==> src/rtl/mvm_pkg.sv <==
// Shared types and width helpers for the streaming matrix-vector multiplier.
package mvm_pkg;

    typedef enum logic [1:0] {
        IDLE  = 2'd0,
        ACCUM = 2'd1,
        DRAIN = 2'd2
    } state_e;

    // Accumulator width: full product plus enough headroom for N additions.
    function automatic int accw_f(input int dw, input int n);
        return 2 * dw + $clog2(n);
    endfunction

    // Row index width, never narrower than one bit.
    function automatic int rw_f(input int m);
        return (m > 1) ? $clog2(m) : 1;
    endfunction

endpackage

==> src/rtl/mac_lane.sv <==
// One multiply-accumulate lane: holds the running dot product for a single row.
module mac_lane #(
    parameter int DW     = 8,
    parameter int ACCW   = 18,
    parameter int SIGNED = 0
) (
    input  logic            clk,
    input  logic            rst_n,
    input  logic            load,
    input  logic            en,
    input  logic [DW-1:0]   a,
    input  logic [DW-1:0]   b,
    output logic [ACCW-1:0] acc
);

    logic signed [2*DW-1:0] a_s;
    logic signed [2*DW-1:0] b_s;
    logic signed [2*DW-1:0] prod_s;
    logic        [2*DW-1:0] prod_u;
    logic        [ACCW-1:0] ext_s;
    logic        [ACCW-1:0] ext_u;
    logic        [ACCW-1:0] prod_ext;
    logic        [ACCW-1:0] acc_d;
    logic        [ACCW-1:0] acc_q;

    // Operands are widened to the full product width before multiplying so the
    // product is exact in both number systems.
    assign a_s    = (2*DW)'($signed(a));
    assign b_s    = (2*DW)'($signed(b));
    assign prod_s = a_s * b_s;
    assign prod_u = (2*DW)'(a) * (2*DW)'(b);

    // The signed cast sign-extends, the unsigned one zero-extends.
    assign ext_s    = ACCW'(prod_s);
    assign ext_u    = ACCW'(prod_u);
    assign prod_ext = (SIGNED != 0) ? ext_s : ext_u;

    // The first beat of a job overwrites stale contents instead of adding.
    assign acc_d = load ? prod_ext :
                   en   ? acc_q + prod_ext :
                          acc_q;

    // Accumulator register
    always_ff @(posedge clk or negedge rst_n) begin
        if (!rst_n) begin
            acc_q <= '0;
        end else begin
            acc_q <= acc_d;
        end
    end

    assign acc = acc_q;

endmodule

==> src/rtl/mat_vect_mult_stream.sv <==
// Streaming y = A*b: one matrix column plus one vector element per beat,
// then the M result elements are drained one per handshake.
module mat_vect_mult_stream
    import mvm_pkg::*;
#(
    parameter  int M      = 3,
    parameter  int N      = 3,
    parameter  int DW     = 8,
    parameter  int SIGNED = 0,
    localparam int ACCW   = accw_f(DW, N),
    localparam int RW     = rw_f(M)
) (
    input  logic            clk,
    input  logic            rst_n,
    input  logic            clear,
    input  logic            in_valid,
    output logic            in_ready,
    input  logic [DW-1:0]   in_mat_col [0:M-1],
    input  logic [DW-1:0]   in_vect,
    output logic            out_valid,
    input  logic            out_ready,
    output logic [ACCW-1:0] out_data,
    output logic [RW-1:0]   out_row,
    output logic            out_last,
    output logic            busy
);

    localparam int            CW       = $clog2(N + 1);
    localparam logic [CW-1:0] LAST_COL = CW'(N - 1);
    localparam logic [RW-1:0] LAST_ROW = RW'(M - 1);

    state_e          state_q;
    logic [CW-1:0]   col_q;
    logic [RW-1:0]   row_q;
    logic            out_valid_q;
    logic            out_last_q;
    logic            lane_load;
    logic            lane_en;
    logic [ACCW-1:0] acc_w [0:M-1];

    // clear wins over a coincident beat so a flushed job never touches the lanes.
    assign lane_load = (state_q == IDLE)  && in_valid && !clear;
    assign lane_en   = (state_q == ACCUM) && in_valid && !clear;

    generate
        for (genvar gi = 0; gi < M; gi++) begin : g_lane
            mac_lane #(
                .DW     (DW),
                .ACCW   (ACCW),
                .SIGNED (SIGNED)
            ) u_lane (
                .clk   (clk),
                .rst_n (rst_n),
                .load  (lane_load),
                .en    (lane_en),
                .a     (in_mat_col[gi]),
                .b     (in_vect),
                .acc   (acc_w[gi])
            );
        end
    endgenerate

    // Job sequencing FSM: column counting, drain row pointer and output flags
    always_ff @(posedge clk or negedge rst_n) begin
        if (!rst_n) begin
            state_q     <= IDLE;
            col_q       <= '0;
            row_q       <= '0;
            out_valid_q <= 1'b0;
            out_last_q  <= 1'b0;
        end else if (clear) begin
            state_q     <= IDLE;
            col_q       <= '0;
            row_q       <= '0;
            out_valid_q <= 1'b0;
            out_last_q  <= 1'b0;
        end else begin
            unique case (state_q)
                IDLE: begin
                    if (in_valid) begin
                        col_q <= CW'(1);
                        if (N == 1) begin
                            state_q     <= DRAIN;
                            row_q       <= '0;
                            out_valid_q <= 1'b1;
                            out_last_q  <= (M == 1);
                        end else begin
                            state_q <= ACCUM;
                        end
                    end
                end
                ACCUM: begin
                    if (in_valid) begin
                        col_q <= col_q + 1'b1;
                        if (col_q == LAST_COL) begin
                            state_q     <= DRAIN;
                            row_q       <= '0;
                            out_valid_q <= 1'b1;
                            out_last_q  <= (LAST_ROW == '0);
                        end
                    end
                end
                DRAIN: begin
                    if (out_ready) begin
                        if (row_q == LAST_ROW) begin
                            state_q     <= IDLE;
                            col_q       <= '0;
                            row_q       <= '0;
                            out_valid_q <= 1'b0;
                            out_last_q  <= 1'b0;
                        end else begin
                            row_q      <= row_q + 1'b1;
                            out_last_q <= ((row_q + 1'b1) == LAST_ROW);
                        end
                    end
                end
                default: begin
                    state_q <= IDLE;
                end
            endcase
        end
    end

    // Accumulators are frozen in DRAIN, so selecting with the registered row
    // pointer keeps out_data stable under backpressure and isolated from in_*.
    assign out_data  = acc_w[row_q];
    assign out_row   = row_q;
    assign out_valid = out_valid_q;
    assign out_last  = out_last_q;
    assign busy      = (state_q != IDLE);
    assign in_ready  = rst_n && (state_q != DRAIN);

endmodule

==> config.mk <==
export PLATFORM = sky130hd
export DESIGN_NAME = mat_vect_mult_stream
export DESIGN_NICKNAME = d
export VERILOG_FILES = /design/src/rtl/mvm_pkg.sv /design/src/rtl/mac_lane.sv /design/src/rtl/mat_vect_mult_stream.sv
export SDC_FILE = /design/constraint.sdc
export NUM_CORES = 1
export LEC_CHECK = 0
export CAP_MARGIN = 20
export CELL_PAD_IN_SITES_DETAIL_PLACEMENT = 1
export CELL_PAD_IN_SITES_GLOBAL_PLACEMENT = 1
export CORE_ASPECT_RATIO = 1.5
export CORE_UTILIZATION = 30
export DETAILED_ROUTE_END_ITERATION = 16
export PLACE_DENSITY_LB_ADDON = 0.2
export SKIP_CTS_REPAIR_TIMING = 1
export SYNTH_ARGS = -nofsm -noshare
export SYNTH_HDL_FRONTEND = slang
export SYNTH_SLANG_ARGS = --single-unit
export TNS_END_PERCENT = 30
==> constraint.sdc <==
create_clock -name clk -period 3.13 [get_ports clk]
set_input_delay 0.626 -clock clk [delete_from_list [all_inputs] [get_ports clk]]
set_output_delay 0.626 -clock clk [all_outputs]
set_load 0.01 [all_outputs]
== Word-level counts from Yosys, hierarchy flattened ==
Cells that the tools add are included.

* Bits in registers: 62
* Bits of input ports: 37
* Output and inout port bits: 24
* Word-level logic and storage cells: 81

* Add/sub/neg operators: 5
* $mul: 3
* Magnitude comparators: 1
* Equality and inequality tests: 11
* Mux-type cells: 37
* Bitwise operators: 1
* Reduce and logical (&&, ||, !) cells: 15

{| class="wikitable"
|+ Operators with widths
! cell !! number
|-
| 18-bit 2-to-1 mux || 8
|-
| 18-bit by 16-bit adder with 18-bit output || 3
|-
| 8-bit by 8-bit multiplier with 16-bit output || 3
|-
| 18-bit binary-select mux with 2-bit select || 1
|-
| 2-bit 2-to-1 mux || 13
|-
| 5-bit AND reduction || 3
|-
| 3-bit != test, second input constant || 4
|-
| 2-bit one-hot mux with 3 select lines || 2
|-
| 1-bit 2-to-1 mux || 10
|-
| 2-bit == test, second input constant || 4
|-
| 1-bit logical AND || 5
|-
| 2-bit by 1-bit adder with 2-bit output, second input constant || 2
|-
| 1-bit one-hot mux with 2 select lines || 2
|-
| 2-bit one-hot mux with 2 select lines || 1
|-
| 4-bit AND reduction || 1
|-
| 2-bit nonzero test || 2
|-
| 4-bit nonzero test || 1
|-
| 3-bit >= comparator, second input constant || 1
|-
| 3-bit by 2-bit != test with 1-bit output, second input constant || 1
|-
| 2-bit NOT with 3-bit output || 1
|-
| 3-bit nonzero test || 1
|-
| 2-bit by 1-bit == test with 1-bit output, second input constant || 1
|-
| 2-bit logical NOT || 1
|-
| 2-bit != test, second input constant || 1
|-
| 1-bit logical NOT || 1
|}

== Logic depth before layout (Yosys ltp) ==
Gate-level depths: netlist of run 1.

* Depth after elaboration: 6
* Mapped depth: 23
* Mapped depth without buffers: 22

== By module ==
A second synthesis of run 1 with hierarchy kept.

* Cells, all modules: 1,408
* Area total of the unflattened synthesis: 12,057.8 um2

{| class="wikitable"
|+ Modules (own cells, without submodules)
! module !! times used !! cells an instance !! area an instance (um2) !! seq. area each (um2)
|-
| mac_lane (g_lane[0].u_lane) || 1 || 433 || 3,766.1 || 450.4
|-
| mac_lane (g_lane[1].u_lane) || 1 || 436 || 3,744.8 || 450.4
|-
| mac_lane (g_lane[2].u_lane) || 1 || 421 || 3,641.0 || 450.4
|-
| mat_vect_mult_stream || 1 || 118 || 905.9 || 175.2
|}

== Worst setup path before layout of run 1 ==
Ideal clock, no wire load.

* Path type: in2reg
* Start point: input port in_vect[2]
* End point: register g_lane[2].u_lane.acc_q[16]
* Setup time: 0.079 ns
* Arrival time: 5.836 ns
* Required time: 3.051 ns
* Setup slack: -2.785 ns
* Cell stages on the path: 22
* Buffers on the path: 1
* Cell sequence: clkbuf_1 > nand2_1 > fa_1 > fa_1 > inv_1 > fa_1 > inv_1 > fa_1 > inv_1 > ha_1 > a21oi_1 > o21ai_1 > o21a_1 > or3_1 > and2_1 > ha_1 > nand3_1 > nor2_1 > a2111oi_2 > a21boi_1 > o221ai_1 > mux2i_1

* Longest elaborated chain between the ends: 4

{| class="wikitable"
|+ RTL lines
! element !! line !! text
|-
| from (decl) || mat_vect_mult_stream.sv:19 || <nowiki>input logic [DW-1:0] in_vect,</nowiki>
|-
| 8-bit by 8-bit multiplier with 16-bit output || mac_lane.sv:31 || <nowiki>assign prod_u = (2*DW)'(a) * (2*DW)'(b);</nowiki>
|-
| 18-bit by 16-bit adder with 18-bit output || mac_lane.sv:40 || <nowiki>en ? acc_q + prod_ext :</nowiki>
|-
| 18-bit 2-to-1 mux || mac_lane.sv:40 ||
|-
| 18-bit 2-to-1 mux || mac_lane.sv:39 || <nowiki>assign acc_d = load ? prod_ext :</nowiki>
|-
| to (signal assigned) || mac_lane.sv:46 || <nowiki>acc_q <= '0;</nowiki>
|-
| to (signal assigned) || mac_lane.sv:48 || <nowiki>acc_q <= acc_d;</nowiki>
|-
| to (decl) || mac_lane.sv:24 || <nowiki>logic [ACCW-1:0] acc_q;</nowiki>
|}

Every way passes these cells. The select of a mux whose other input is x is not followed.
A chain may end at the register's enable or synchronous reset.

== Worst setup path after layout of run 1 ==
* Start point: input port in_vect[4]
* End point: register g_lane[2].u_lane.acc_q[13]

* Longest elaborated chain between the ends: 4

{| class="wikitable"
|+ RTL lines
! element !! line
|-
| 8-bit by 8-bit multiplier with 16-bit output (*) || mac_lane.sv:31
|-
| 18-bit by 16-bit adder with 18-bit output || mac_lane.sv:40
|-
| 18-bit 2-to-1 mux || mac_lane.sv:40
|-
| 18-bit 2-to-1 mux (*) || mac_lane.sv:39
|}

Every way passes the cells marked *; elsewhere a longest branch is shown, timed or not. The select of a mux whose other input is x is not followed.

==> flow_summary.toml, run 1 <==
[sta]
timing.final.crit_share_pct = 178
setup_viol = 45
max_slew_margin_pct = 41.4
finClkSkew_ns = 0.00790
tns_ns = -79.16
timing_hold_violations_final = 0
period_needed_ns = 5.57
slew_violations = 0
rsz0062_at_grt = "yes"
worst_pin_slew_ns = 0.876
setup_slack_ns = -2.44
max_freq_ghz = 0.179

[synthesis]
syn_nets = 1731
ys_types = 81
synth_mux_area_share_pct = 2.74
syn_area_sq_um = 12000
synth_compound_area_share_pct = 18.2
ys_warn_count = 0
syn_avg_cell_area_sq_um = 8.45
synth_cells = 1419
yosysSeqAreaShare_pct = 12.7
synth_ff_type = "dfrtp_1"
async_flop_share_pct = 100
synth_edf_count = 0
synth_top_family_by_area = "adder cells"
synth-adder-area-share_pct = 35.7
yosys.area_share.simple_pct = 19.7
synth_seq_cells = 61
synth-xor-area-share_pct = 4.39

[place]
io_buffers = 60
dp_hpwl_mm = 32.5
place.gp.congestion = 0.822
dp_slack_ns = -3.25
place_area_sq_um = 15500

[drt]
firstDrtPassIters = 4
ant_nets = 0
drc_errors = 0
viasPerCell = 5.00
drtIter0Drc = 341
wirelength_mm = 41.9
vias = 11300
avgRoutedWirePerCell_um = 18.5

[critical_path]
cp.arrival_ns = 5.86
cp_top_family = "adder cells"
slowest_stage = "fa_1"
cpPeakStageDelay_ns = 0.56
crit_path_start = "in_vect[4]"
cp-end-kind = "flip-flop"
crit_chain = "buf_12 -> buf_12 -> and2_4 -> fa_1 -> fa_1 -> fa_1 -> inv_2 -> fa_1 -> inv_2 -> ha_4 -> nand4_1 -> nor2b_2 -> o21a_1 -> or3_4 -> and2_4 -> ha_4 -> a211oi_4 -> or4b_4 -> a21oi_1 -> nor3_2 -> o2bb2ai_1"
crit_buf_inv = 4
cp.required_ns = 3.41
r2r-start = "g_lane[0].u_lane.acc[0]"
cp_max_fo = 5
start_kind = "input port"
critPathMostFrequentCell = "fa_1"
critical_path_class = "input port to flip-flop"

[grt]
grt_pass1_wl_mm = 64.1
overflow = 0
track_usage_pct = 20.2
antenna_found_initial = 0
grt_max_degree = 57
grt_pass1_vias = 12400

[cts]
cts.sinks = 61
cts_buffer_depth = 2
clock_latency_ns = 0.35
path_clk_slew_ns = 0.06
htree_levels = 3
cts-root-buf = "clkbuf_16"
cts_buffers = 9
cts_tree = "yes"

[power]
power_mw = 20.9
netSwitchingPower_mw = 9.89
intPower_mw = 11.0
max-vdd-ir-drop_mv = 0.499
cellPowerDensity_nw_per_um2 = 1210
swShare_pct = 47.4
p_comb_share_pct = 87.9
p_leak_nw = 8.16
clock_power_share_pct = 4.5
pwr-share-seq_pct = 7.5

[outcome]
violations = "negative setup slack"
outcome = "finished with violations"

[die]
die_w_um = 165
rows = 89
initial_core_util_pct = 30.5
die-area_sq_um = 40800
core_sq_um = 39300
die-height_um = 247
io_pins = 61

[finish]
seq_area_sq_um = 1530
multiInputGateArea_sq_um = 11000
fin_util_pct = 43.7
antenna_cells = 0
fin_nets = 2068
fillCellCount = 4562
synthToLayoutAreaGrowth_pct = 43.5
drive_above_1_share_pct = 31.8
final_cell_area_sq_um = 17200

[flow_run]
drv_cap = 0

[worst_hold_path]
hp-class = "input port to asynchronous set/reset pin"
-- layer usage --
layer	up-vias	wire (um)	global-route usage (%)
met4	0	1700	6.34
met2	133	22000	36.6
met1	5644	17400	24.6
met5	-	0	0
met3	59	853	1.78
li1	5474	-	-
-- metrics by stage --
stage | cells | hold slack, ns
after floorplan | 1419 | 0.330
final | 2260 | 0.341
after detailed placement | 2207 | 0.482
after global routing | 2260 | 0.390
after global placement | 2207 | 0.477
after CTS | 2222 | 0.380
-- sequential cells by signal, indices dropped and copies added (netlist names) --
name               count
state_q                2
col_q                  2
out_row                2
g_lane.u_lane.acc     54
out_valid              1
-- cell usage after synthesis, types with 3 or more instances --
master,count,share of area (%)
and2_1,170,8.9
ha_1,164,17
inv_1,163,5.1
nand2_1,126,3.9
fa_1,111,19
a21oi_1,84,3.5
o21ai_0,75,3.1
nor2_1,73,2.3
dfrtp_1,61,13
xnor2_1,35,2.6
clkbuf_1,34,1.1
mux2i_1,29,2.4
xor2_1,25,1.8
a31oi_1,24,1.3
a21o_1,21,1.3
nor3_1,19,0.79
o21a_1,19,1.2
nand3_1,18,0.75
a211oi_1,16,1.0
nor2b_1,10,0.52
o211ai_1,9,0.56
o21bai_1,8,0.50
a211o_1,6,0.44
a22oi_1,6,0.38
and3_1,6,0.31
a2bb2oi_1,5,0.37
buf_1,5,0.16
nand2b_1,5,0.26
nand3b_1,5,0.31
or3_1,5,0.26
buf_2,4,0.17
nor3b_1,4,0.25
o22ai_1,4,0.21
or2_2,4,0.21
a2111oi_2,3,0.38
nand4_1,3,0.16
o21ai_1,3,0.13
o31ai_1,3,0.19
-- worst register-to-register path: cells and delay by family (launching register included) --
family | cells | cell delay (ns)
AOI/OAI and AO/OA | 5 | 0.90
DFF | 1 | 0.43
muxes | 1 | 0.34
adders and majority gates | 2 | 0.69
-- kinds of logic after synthesis --
logic type / count (synthesis)
AND/OR/NAND/NOR: 458
AO/OA/AOI/OAI: 325
adder cells (fa/ha/maj): 275
buffers and inverters: 208
flip-flops: 61
XOR/XNOR: 60
multiplexers: 32
-- cell usage in the layout, fill, tap and decap left out, drive strengths merged, types with 61 or more instances in the layout --
master	count
fa	111
ha	164
a21oi	86
and2	170
dfrtp	61
nor2	73
inv	163
buf	312
nand2	126
o21ai	79
-- path summary, 6_finish.rpt --
kind,depth (start not counted),end,slack [ns]
worst max-delay path,21,g_lane[2].u_lane.acc[13],-2.44
worst min-delay path,2,g_lane[2].u_lane.acc[13],0.34
worst max register to register,8,g_lane[0].u_lane.acc[16],0.68
worst min register to register,2,col_q[1],0.48
max in group asynchronous,3,g_lane[0].u_lane.acc[5],1.84
min in group clk,2,col_q[1],0.48
-- final cells by class --
class	instances	area share, %
tap	500	3.64
clock inverter	2	0.0582
clock buffer	13	1.46
inverter	163	3.56
sequential	61	8.88
multi-input combinational	1150	63.7
timing repair buffer	371	18.7
-- power by group through the flow --
stage,logic [mW],registers (mW),clock network [mW]
final,18.3,1.57,0.949
after global routing,20.0,1.61,1.01
after CTS,15.6,1.54,0.980
after detailed placement,15.5,1.55,0
after global placement,15.2,1.54,0
after floorplan,9.46,1.34,0
(Power assumes the default switching activity.)
==> inputs of run 2 (changes only) <==
clock period = 5.8 ns   (was 3.13 ns; I/O delays follow)
==> run 2 against run 1 <==
Against the previous run: the run still ends with negative setup slack left; clock-buffer cell count shrank 1; flip-flop and latch count unchanged; die area is the same; first-iteration DRC count down 26%; clock skew about the same; routed wire length rose by 0.20%; largest cell class unchanged.
==> flow_summary.toml, run 2 (synthesis results as in run 1) <==
[critical_path]
cp.arrival_ns = 6.37
r2r-start = "state_q[1]"
critical_path_class = "input port to flip-flop"
start_kind = "input port"
cp.required_ns = 6.04
cp_max_fo = 6
crit_path_start = "in_vect[4]"
cp-end-kind = "flip-flop"

[sta]
timing.final.crit_share_pct = 106
hold_ws_ns = 0.492
slew_violations = 0
setup_viol = 19
timing_hold_violations_final = 0
period_needed_ns = 6.13
finClkSkew_ns = 0.00835
setup_slack_ns = -0.335
rsz0062_at_grt = "yes"
worst_pin_slew_ns = 1.02
max_slew_margin_pct = 31.6
max_freq_ghz = 0.163

[cts]
path_clk_slew_ns = 0.06
cts_buffers = 9
cts_tree = "yes"
cts_buffer_depth = 2
clock_latency_ns = 0.36
cts.sinks = 61
htree_levels = 3
cts-root-buf = "clkbuf_16"

[place]
dp_hpwl_mm = 32.2
io_buffers = 60
place.gp.congestion = 0.869
place_area_sq_um = 15200

[outcome]
violations = "negative setup slack"
outcome = "finished with violations"

[grt]
overflow = 0
grt_pass1_vias = 12100
antenna_found_initial = 2
track_usage_pct = 19.9
grt_max_degree = 57
grt_pass1_wl_mm = 63.1

[drt]
drtIter0Drc = 252
viasPerCell = 5.06
avgRoutedWirePerCell_um = 18.9
firstDrtPassIters = 4
ant_nets = 0
vias = 11300
wirelength_mm = 42.0
drc_errors = 0

[die]
rows = 89
io_pins = 61
die-area_sq_um = 40800
die_w_um = 165
core_sq_um = 39300
initial_core_util_pct = 30.5
die-height_um = 247

[finish]
final_common_cell = "buf_4"
synthToLayoutAreaGrowth_pct = 39.1
antenna_cells = 0
final_cell_mix = "259 x buf_4, 161 x and2_1, 155 x inv_1"
drive_above_1_share_pct = 27.1
fin_nets = 2033
largest_register_ffs = 54
final_cell_area_sq_um = 16700

[flow_run]
drv_cap = 0

[worst_hold_path]
min_from = "col_q[1]"
hp-class = "flip-flop to flip-flop"

[power]
cellPowerDensity_nw_per_um2 = 662
max-vdd-ir-drop_mv = 0.286
p_leak_nw = 8.03
[run 2: cell types whose count changed in the layout (fill, tap and decap cells not counted), moves of 5 or more]
cell       before  now
inv_1         149  155
o21ai_0        50   56
and2_4         17    9
ha_4           32   20
inv_2          14    8
fa_1           99  105
and2_1        153  161
ha_2            5    0
buf_4         286  259
ha_1          127  144
fa_2           12    6
clkbuf_16      14   19
buf_6           9    4
[run 2: power breakdown]
part	internal (mW)	switching (mW)	leakage, nW
logic	4.87	4.71	7.13
clock network	0.398	0.222	0.163
registers	0.599	0.233	0.739
[run 2: critical path, stage by stage]
cell and delay (ns):
buf_12 0.12, buf_12 0.14, and2_4 0.16, fa_1 0.57, fa_1 0.46, fa_1 0.54
inv_1 0.06, fa_1 0.50, inv_2 0.05, ha_4 0.25, a21oi_4 0.17, o21ai_4 0.10
o21a_1 0.18, or3_4 0.33, and2_4 0.17, ha_4 0.26, a211oi_4 0.26, or4b_4 0.50
and3_4 0.19, nor3_2 0.11, o2bb2ai_1 0.09
[run 2: layout make-up]
| type | instances | area, sq um |
|---|---|---|
| clock inverters | 4 | 70.1 |
| inverters | 163 | 612 |
| fillers | 4593 | 22600 |
| repair buffers | 336 | 2980 |
| flip-flops and latches | 61 | 1530 |
| well taps | 500 | 626 |
| clock buffers | 12 | 256 |
| multi-input cells | 1150 | 10600 |
[run 2: worst paths after layout]
kind | to | slack (ns) | depth (start not counted)
worst max register to register | g_lane[1].u_lane.acc[13] | 3.06 | 6
worst max-delay path | g_lane[2].u_lane.acc[13] | -0.33 | 21
worst min-delay path | col_q[1] | 0.49 | 2
worst min register to register | col_q[1] | 0.49 | 2
min in group asynchronous | g_lane[0].u_lane.acc[3] | 0.83 | 1
max in group asynchronous | g_lane[2].u_lane.acc[14] | 3.91 | 2
[run 2: stage by stage]
step	total power, mW	utilization, %	TNS (ns)	worst slack (ns)	cells
after floorplan	5.63	-	-1.60	-0.214	1419
after global routing	12.0	42.4	-7.56	-0.481	2226
after global placement	8.97	38.6	-26.10	-1.15	2183
after CTS	9.84	39.5	-15.69	-0.894	2199
final	11.0	42.4	-3.27	-0.335	2226
after detailed placement	9.11	38.6	-27.52	-1.25	2183
[run 2: routing by layer]
metal | up-vias | routed length, um | global-route usage, %
met2 | 130 | 22700 | 36.2
met5 | - | 31 | 0
met1 | 5649 | 16800 | 23.6
met4 | 4 | 1500 | 7.12
li1 | 5415 | - | -
met3 | 69 | 992 | 2.42
==> inputs of run 3 (changes only) <==
MAX_ROUTING_LAYER = met4   (was unset)
SKIP_LAST_GASP = 1   (was unset)
==> run 3 against run 2 <==
Against the previous run: the run still ends with negative setup slack left; core utilization decreased by 0.31 points; non-clock buffer count decreased by 2; final cell count unchanged; power decreased by 2.0%; via count decreased by 0.63%; setup slack improved by 0.0042 ns; clock skew increased by 0.00085 ns; cell area decreased by 0.74%; routed wire length decreased by 1.2%; critical endpoint unchanged; highest routed layer is now met4.
==> flow_summary.toml, run 3 (synthesis results as in run 1) <==
[outcome]
outcome = "finished with violations"
violations = "negative setup slack"

[drt]
wirelength_mm = 41.5
drc_errors = 0
drtIter0Drc = 291
firstDrtPassIters = 4
ant_nets = 0
viasPerCell = 5.03
vias = 11200
avgRoutedWirePerCell_um = 18.6

[critical_path]
cp.arrival_ns = 6.37
timing.rr.end = "g_lane[2].u_lane.acc[10]"
reg2regPathDepth = 8
critical_path_class = "input port to flip-flop"
start_kind = "input port"
critPathMostFrequentCell = "fa_1"
cp_max_fo = 6
crit_chain = "buf_12 -> buf_12 -> and2_4 -> fa_1 -> fa_1 -> fa_1 -> inv_1 -> fa_1 -> inv_2 -> ha_4 -> a21oi_4 -> o21ai_4 -> o21a_1 -> or3_4 -> and2_4 -> ha_4 -> a211oi_4 -> or4b_4 -> and3_4 -> nor3_2 -> o2bb2ai_1"
cpPeakStageDelay_ns = 0.57
cp.required_ns = 6.04
r2r_slack_ns = 3.11
cp-end-kind = "flip-flop"
slowest_stage = "fa_1"
r2r-start = "g_lane[2].u_lane.acc[0]"

[finish]
fin_nets = 2031
drive_above_1_share_pct = 26.2
final_common_cell = "buf_4"
synthToLayoutAreaGrowth_pct = 38.1
largest_register_ffs = 54
fillCellCount = 4588
fin_cells = 2226
final_cell_mix = "256 x buf_4, 161 x and2_1, 154 x inv_1"

[cts]
cts_tree = "yes"
cts_buffer_depth = 2
clock_latency_ns = 0.36
cts_buffers = 9
path_clk_slew_ns = 0.05
htree_levels = 3
cts.sinks = 61
cts-root-buf = "clkbuf_16"

[sta]
max_slew_margin_pct = 34.7
hold_ws_ns = 0.489
setup_viol = 21
finClkSkew_ns = 0.00920
rsz0062_at_grt = "yes"
timing_hold_violations_final = 0
timing.final.crit_share_pct = 106
worst_pin_slew_ns = 0.976
slew_violations = 0
tns_ns = -3.51
max_freq_ghz = 0.163
period_needed_ns = 6.13
setup_slack_ns = -0.331

[place]
place.gp.congestion = 0.883
io_buffers = 60
dp_cells = 2183
dp_hpwl_mm = 32.2

[power]
p_leak_nw = 8.03
max-vdd-ir-drop_mv = 0.279
cellPowerDensity_nw_per_um2 = 653

[die]
die_w_um = 165
rows = 89
core_sq_um = 39300
io_pins = 61
die-area_sq_um = 40800
die-height_um = 247
initial_core_util_pct = 30.5

[worst_hold_path]
min_from = "col_q[1]"
min_to = "col_q[1]"
hp-class = "flip-flop to flip-flop"
whs_path_depth = 2

[flow_run]
drv_cap = 0

[grt]
grt_pass1_wl_mm = 63.1
overflow = 0
grt_pass1_vias = 12100
track_usage_pct = 20.5
grt_max_degree = 57
antenna_found_initial = 2
==> run 3: cell count changes in the layout (fill, tap and decap cells not counted), moves of 2 or more <==
cell / change
buf_4: -3
ha_2: +2
o21ai_0: +4
ha_4: -5
buf_6: -2
xor2_2: -2
dlymetal6s2s_1: +2
ha_1: +3
a21oi_1: +4
a21oi_2: -3
a211oi_1: +2
o21ai_1: -4
xor2_1: +2
diode_2: +2
==> run 3: layer usage <==
metal	GRT usage, %	up-vias	wire (um)
li1	-	5417	-
met1	23.6	5574	16600
met2	36.2	141	22400
met3	2.31	64	876
met4	7.02	0	1600
met5	-	-	0
==> run 3: worst max-delay path, delay by kind of cell <==
kind	cells	cell delay, ns
compound gates	5	0.78
simple gates	6	1.46
fa+ha+maj	6	2.59
buf+inv	4	0.37
==> run 3: cell type report <==
class | instances | area [sq um] | share of cell area, %
multi-input combinational | 1150 | 10500 | 63.2
timing repair buffer | 334 | 2990 | 18.1
sequential | 61 | 1530 | 9.23
tap | 500 | 626 | 3.78
inverter | 163 | 612 | 3.70
clock buffer | 12 | 256 | 1.55
clock inverter | 4 | 70.1 | 0.423
antenna | 2 | 5.00 | 0.0302
==> run 3: worst max-delay path by stage <==
| stage | startpoint | endpoint | slack, ns | cells past startpoint |
|---|---|---|---|---|
| 2_1_floorplan | in_vect[4] | g_lane[2].u_lane.acc[13] | -0.21 | 21 |
| 3_3_place_gp | in_vect[2] | g_lane[1].u_lane.acc[17] | -1.15 | 23 |
| 3_5_place_dp | in_mat_col[2] | g_lane[2].u_lane.acc[15] | -1.25 | 22 |
| 4_1_cts | in_mat_col[2] | g_lane[2].u_lane.acc[15] | -0.89 | 22 |
| 5_1_grt | in_vect[1] | g_lane[0].u_lane.acc[17] | -0.47 | 23 |
| 6_report | in_vect[4] | g_lane[2].u_lane.acc[13] | -0.33 | 21 |
==> run 3: per-stage QoR <==
step | power, mW | util [%] | instance area (sq um) | worst slack (ns)
2_1_floorplan | 5.63 | - | 12300 | -0.214
3_3_place_gp | 8.97 | 38.6 | 15200 | -1.15
3_5_place_dp | 9.11 | 38.6 | 15200 | -1.25
4_1_cts | 9.84 | 39.5 | 15500 | -0.894
5_1_grt | 11.7 | 42.1 | 16500 | -0.468
6_report | 10.8 | 42.1 | 16500 | -0.331
==> run 3: power by group <==
part	switching, mW	internal (mW)	total [mW]
Clock	0.222	0.398	0.620
Combinational	4.62	4.75	9.37
Sequential	0.224	0.600	0.823
